**src/rtl/sipo_deserializer.sv**
```systemverilog
// rtl/sipo_deserializer.sv - serial-in/parallel-out word assembler with one-cycle completion pulse
module sipo_deserializer #(
    parameter int N         = 8,
    parameter bit MSB_FIRST = 1'b1
) (
    input  logic                 clk,
    input  logic                 rst,
    input  logic                 clear,
    input  logic                 bit_valid,
    input  logic                 bit_in,
    output logic [N-1:0]         word_out,
    output logic                 word_valid,
    output logic                 busy,
    output logic [$clog2(N)-1:0] bit_count
);

    localparam int CW = $clog2(N);
    localparam logic [CW-1:0] LAST_IDX = CW'(N - 1);

    typedef enum logic {
        IDLE  = 1'b0,
        SHIFT = 1'b1
    } state_t;

    state_t          state_q;
    logic [N-1:0]    sr_q;
    logic [N-1:0]    sr_d;
    logic [CW-1:0]   cnt_q;
    logic [CW-1:0]   cnt_d;
    logic [N-1:0]    word_q;
    logic            valid_q;
    logic            busy_q;

    // Shift-register and counter values if the current bit is accepted
    always_comb begin
        sr_d  = MSB_FIRST ? {sr_q[N-2:0], bit_in} : {bit_in, sr_q[N-1:1]};
        cnt_d = cnt_q + CW'(1);
    end

    // Assembly FSM: rst over clear over bit_valid; completion loads word_q and pulses valid_q
    always_ff @(posedge clk) begin
        if (rst) begin
            state_q <= IDLE;
            sr_q    <= '0;
            cnt_q   <= '0;
            word_q  <= '0;
            valid_q <= 1'b0;
            busy_q  <= 1'b0;
        end else begin
            valid_q <= 1'b0;
            if (clear) begin
                state_q <= IDLE;
                sr_q    <= '0;
                cnt_q   <= '0;
                busy_q  <= 1'b0;
            end else if (bit_valid) begin
                sr_q <= sr_d;
                if (state_q == IDLE) begin
                    // N >= 2, so the first bit of a word can never complete it
                    state_q <= SHIFT;
                    cnt_q   <= CW'(1);
                    busy_q  <= 1'b1;
                end else if (cnt_q == LAST_IDX) begin
                    state_q <= IDLE;
                    cnt_q   <= '0;
                    busy_q  <= 1'b0;
                    word_q  <= sr_d;
                    valid_q <= 1'b1;
                end else begin
                    cnt_q   <= cnt_d;
                    busy_q  <= 1'b1;
                end
            end
        end
    end

    assign word_out   = word_q;
    assign word_valid = valid_q;
    assign busy       = busy_q;
    assign bit_count  = cnt_q;

endmodule

```
**config.mk**
```make
export PLATFORM = sky130hd
export DESIGN_NAME = sipo_deserializer
export DESIGN_NICKNAME = d
export VERILOG_FILES = /design/src/rtl/sipo_deserializer.sv
export SDC_FILE = /design/constraint.sdc
export NUM_CORES = 1
export LEC_CHECK = 0
export CORE_AREA = 2 2 45 47
export CTS_BUF_LIST = sky130_fd_sc_hd__clkbuf_16
export DETAILED_ROUTE_END_ITERATION = 6
export DIE_AREA = 0 0 47 49
export PLACE_DENSITY = 0.74
export SYNTH_ARGS = -nofsm -noshare
export SYNTH_HDL_FRONTEND = slang
export SYNTH_SLANG_ARGS = --single-unit
```
**constraint.sdc**
```tcl
create_clock -name clk -period 1.9 [get_ports clk]
set_clock_uncertainty 0.2 [all_clocks]
set_input_delay 0.19 -clock clk [delete_from_list [all_inputs] [get_ports clk]]
set_output_delay 0.19 -clock clk [all_outputs]
set_load 0.03 [all_outputs]
```
Yosys cells after proc, flatten, opt, wreduce, memory -nomap -nowiden
Index checks and enable logic that the tools add are counted.
{"block": "totals", "reg_bits": 20, "latch_bits": 0, "ramBits": 0, "mem_bits_ro": 0, "input_bits": 5, "out_inout_bits": 13, "elab_cells": 18, "memories": 0}
{"block": "classes", "n_addsub": 1, "mul": 0, "n_div": 0, "order_cmp": 0, "eq_ne": 1, "shifts": 0, "n_mux": 5, "bitwise": 3, "reduce_logical": 3}
{"op": "3-bit 2-to-1 mux", "n": 2}
{"op": "4-bit AND reduction", "n": 1}
{"op": "4-bit OR reduction", "n": 1}
{"op": "3-bit by 1-bit adder with 3-bit output (second input constant)", "n": 1}
{"op": "3-bit == test (second input constant)", "n": 1}
{"op": "1-bit 2-to-1 mux", "n": 3}
{"op": "1-bit inverter", "n": 3}
{"op": "2-bit OR reduction", "n": 1}

Depth between registers and ports, before layout
Gate-level depths: netlist of run 1.
{"block": "logic_depth", "depth_word": 3, "ltp_mapped": 5, "mapped_depth_nobuf": 4}

Worst setup path before layout of run 1
No wires, ideal clock.
{"block": "synth_timing", "path_type": "flip-flop to flip-flop", "start": "reg cnt_q[0] (netlist: bit_count[0])", "end": "reg word_q[0] (netlist: word_out[0])", "setup_time_ns": 0.072, "t_arrival_ns": 1.380, "required_ns": 1.628, "path_slack_ns": 0.249, "stages_incl_launch_ff": 6, "path_buffers": 1, "synth_period_minus_slack_ns": 1.651, "path_cell_list": "dfxtp_1 ha_1 ha_1 and4b_1 buf_6 mux2i_1"}
{"block": "synth_via", "elab_chain_len": 2}
{"item": "from (decl)", "line_no": "28", "source": "logic [CW-1:0] cnt_q;"}
{"item": "from (signal assigned)", "line_no": "70", "source": "cnt_q <= cnt_d;"}
{"item": "3-bit == test", "line_no": "63", "source": "end else if (cnt_q == LAST_IDX) begin"}
{"item": "4-bit AND reduction (no line)"}
{"item": "to (signal assigned)", "line_no": "67", "source": "word_q <= sr_d;"}
{"item": "to (decl)", "line_no": "30", "source": "logic [N-1:0] word_q;"}
No other way between the ends.
A chain may end at the register's enable or synchronous reset.

Worst setup path in the final report of run 1
{"block": "layout_timing", "start": "reg busy_q (netlist: busy)", "end": "out busy"}
{"item": "from (decl)", "line_no": "32", "source": "logic busy_q;"}
{"item": "from (signal assigned)", "line_no": "48", "source": "busy_q <= 1'b0;"}
{"item": "from (signal assigned)", "line_no": "55", "source": "busy_q <= 1'b0;"}
{"item": "from (signal assigned)", "line_no": "62", "source": "busy_q <= 1'b1;"}
{"item": "to (decl)", "line_no": "13", "source": "output logic busy,"}
No word-level cell between the ends.

==> flow_metrics.py, run 1 <==
metrics = {
    "timing": {
        "tightest_slew_ns": 0.499,
        "fmax_ghz": 0.565,
        "fin_crit_ns": 1.77,
        "fin_setup_tns_ns": 0,
        "period_share": 0.932,
        "slew_headroom": 0.667,
        "maxSlewViolCount": 0,
        "hold_viol": 0,
        "setup_ws_ns": 0.129,
        "setup_viol": 0,
        "rsz0062_at_grt": "false",
    },
    "floorplan": {
        "rows": 16,
        "core_area_um2": 1840,
        "start_util": 0.454,
        "die_w_um": 47,
        "ioPinCount": 18,
        "dieArea_um2": 2300,
        "die_h_um": 49,
    },
    "synth": {
        "synth_fa_ha_area_frac": 0.0299,
        "yosys_warnings": 0,
        "synth-xor-area-share": 0,
        "synth_top_family_by_area": "simple AND/OR/NAND/NOR gates",
        "synthTopCellsByArea": "dfxtp_1 (48%), mux2i_1 (18%), nand2b_1 (13%)",
        "syn_avg_cell_area_um2": 10.4,
        "yosys.area.top_type_share": 0.479,
        "yosysSeqAreaShare": 0.479,
        "synth-compound-area-share": 0.0240,
        "synth_cell_types": 18,
        "synth_area_um2": 836,
        "ys_ff_latch": 20,
        "yosysTopAreaCell": "dfxtp_1",
        "synth_cells": 80,
        "synth_mux_area_frac": 0.180,
        "yosys.area_share.simple": 0.241,
        "syn_nets": 87,
    },
    "clock_network": {
        "cts-buffers-inserted": 3,
        "htree_levels": 1,
        "clock_path_buffers": 2,
        "ctsResizeCount": 0,
        "post_cts_buffers": 0,
        "cts-root-buf": "clkbuf_16",
        "cts_sinks": 20,
        "path_clk_slew_ns": 0.05,
        "cts_hold_buf": 0,
        "clk_latency_ns": 0.25,
        "cts_tree": "yes",
    },
    "route": {
        "drc": 0,
        "drt-total-wl_um": 1320,
        "ant_nets": 0,
        "first_pass_iters": 2,
        "post_drt_via_cell_ratio": 4.58,
        "drtIter0Drc": 9,
        "wl_per_cell_um": 10.5,
        "vias": 572,
    },
    "run": {
        "drv_cap": 0,
    },
    "worst_setup_path": {
        "required_ns": 1.51,
        "crit_buf_inv": 1,
        "arrival_ns": 1.38,
        "timing.rr.start": "bit_count[0]",
        "path_depth": 1,
        "r2r_slack_ns": 0.18,
        "critPathTopFamily": "buffers and inverters",
        "cp_cell_sequence": "clkdlybuf4s50_1",
        "r2r_end": "word_out[3]",
        "reg2reg_depth": 4,
        "worstPathMaxFanout": 7,
        "end_kind": "primary output",
        "slowest_delay_ns": 0.71,
        "critPathLaunchType": "flop",
        "crit_type": "reg -> out",
        "cpMaxStageDelayCell": "clkdlybuf4s50_1",
    },
    "worst_hold_path": {
        "hold_depth": 2,
        "hp-class": "reg -> reg",
        "hold_end": "word_out[5]",
        "holdCritStartpoint": "word_out[5]",
    },
    "grt": {
        "grt_pass1_wl_um": 2320,
        "grt_usage": 0.139,
        "grt_max_degree": 18,
        "antenna_found_initial": 0,
        "grt-ovfl-total": 0,
        "grt_pass1_vias": 522,
    },
    "placed_design": {
        "gp_congestion": 0.668,
        "dpl_worst_slack_ns": 0.184,
        "io_buffers": 17,
        "dp_hpwl_um": 866,
    },
    "finish": {
        "drive_gt1_frac": 0.0714,
        "synthToLayoutAreaGrowth_pct": 34.1,
        "layout.nets": 106,
        "n_antenna_cell": 0,
    },
    "pwr": {
        "p_leak_nw": 0.431,
        "peakVddDrop_v": 0.000495,
        "powerDensity_nw_per_um2": 928,
    },
    "status": {
        "status": "finished, final reports clean",
    },
}
## synth_stat cells
library cell / instances
nor3_2: 1
a21oi_1: 2
clkbuf_1: 1
buf_6: 2
mux2i_1: 15
buf_2: 1
nor3_1: 1
nand3_1: 2
nor2_1: 9
or2_1: 1
ha_1: 2
and2b_1: 1
nand2b_1: 18
dfxtp_1: 20
and3_1: 1
buf_4: 1
and4b_1: 1
o211a_1: 1
## state kept, by name (all words and copies together) (netlist names)
signal	count
word_out	8
sr_q	7
busy	1
word_valid	1
bit_count	3
## stage by stage
step                area, um^2  cells  power (W)  utilization  hold slack, ns
floorplan                  836     80   0.000466            -           0.137
global placement          1020    121   0.000483        0.552           0.261
detailed placement        1020    121   0.000484        0.552           0.259
CTS                       1120    125    0.00105        0.609           0.272
global route              1120    125    0.00108        0.609           0.290
finish                    1120    125    0.00104        0.609           0.267
## worst max path at each step
stage | slack, ns | endpoint | start
after detailed placement | 0.18 | word_out[3] | bit_count[0]
final | 0.13 | busy | busy
after floorplan | 0.25 | word_out[0] | bit_count[0]
after global routing | 0.02 | word_out[3] | bit_count[0]
after global placement | 0.19 | word_out[4] | bit_count[0]
after CTS | 0.12 | busy | busy
## cells in the final DEF, fill, tap and decap left out
cell type / netlist / final
nor3_1: 1 / 1
nor3_2: 1 / 1
or2_1: 1 / 1
dfxtp_1: 20 / 20
and4b_1: 1 / 1
mux2i_1: 15 / 15
nor2_1: 9 / 9
a21oi_1: 2 / 2
and2b_1: 1 / 1
clkdlybuf4s50_1: 0 / 17
ha_1: 2 / 2
nand2b_1: 18 / 18
clkbuf_16: 0 / 3
buf_4: 1 / 2
and3_1: 1 / 1
bufinv_16: 0 / 1
nand3_1: 2 / 2
o211a_1: 1 / 1
## final cells by class
cell class | instances | area [um^2]
timing repair buffer | 19 | 185
clock buffer | 3 | 75.1
multi-input combinational | 55 | 397
clock inverter | 1 | 30.0
sequential | 20 | 400
fill | 160 | 721
tap | 27 | 33.8
## routing by layer
layer,up-vias,GRT usage,routed length (um)
met5,-,0,0
met4,0,0.0556,7
met3,2,0.0407,59
met2,9,0.219,618
met1,259,0.171,632
li1,302,-,-
## report_power, final
group           total, W  switching (W)  internal, W
Combinational  0.0000482      0.0000225    0.0000256
Sequential      0.000426     0.00000340     0.000423
Clock           0.000566       0.000149     0.000417
Total            0.00104       0.000175     0.000866
## cell families after synthesis
group	after synthesis
compound gates	3
fa+ha+maj	2
buf+inv	5
flops	20
mux	15
simple gates	35
(Power assumes the default switching activity.)
==> run 2, diff against run 1 <==
--- a/config.mk
+++ b/config.mk
@@ -13,3 +13,4 @@
 export SYNTH_ARGS = -nofsm -noshare
 export SYNTH_HDL_FRONTEND = slang
 export SYNTH_SLANG_ARGS = --single-unit
+export TNS_END_PERCENT = 50
==> results of run 2 <==
Final layout, timing and power as in run 1 (identical DEF).
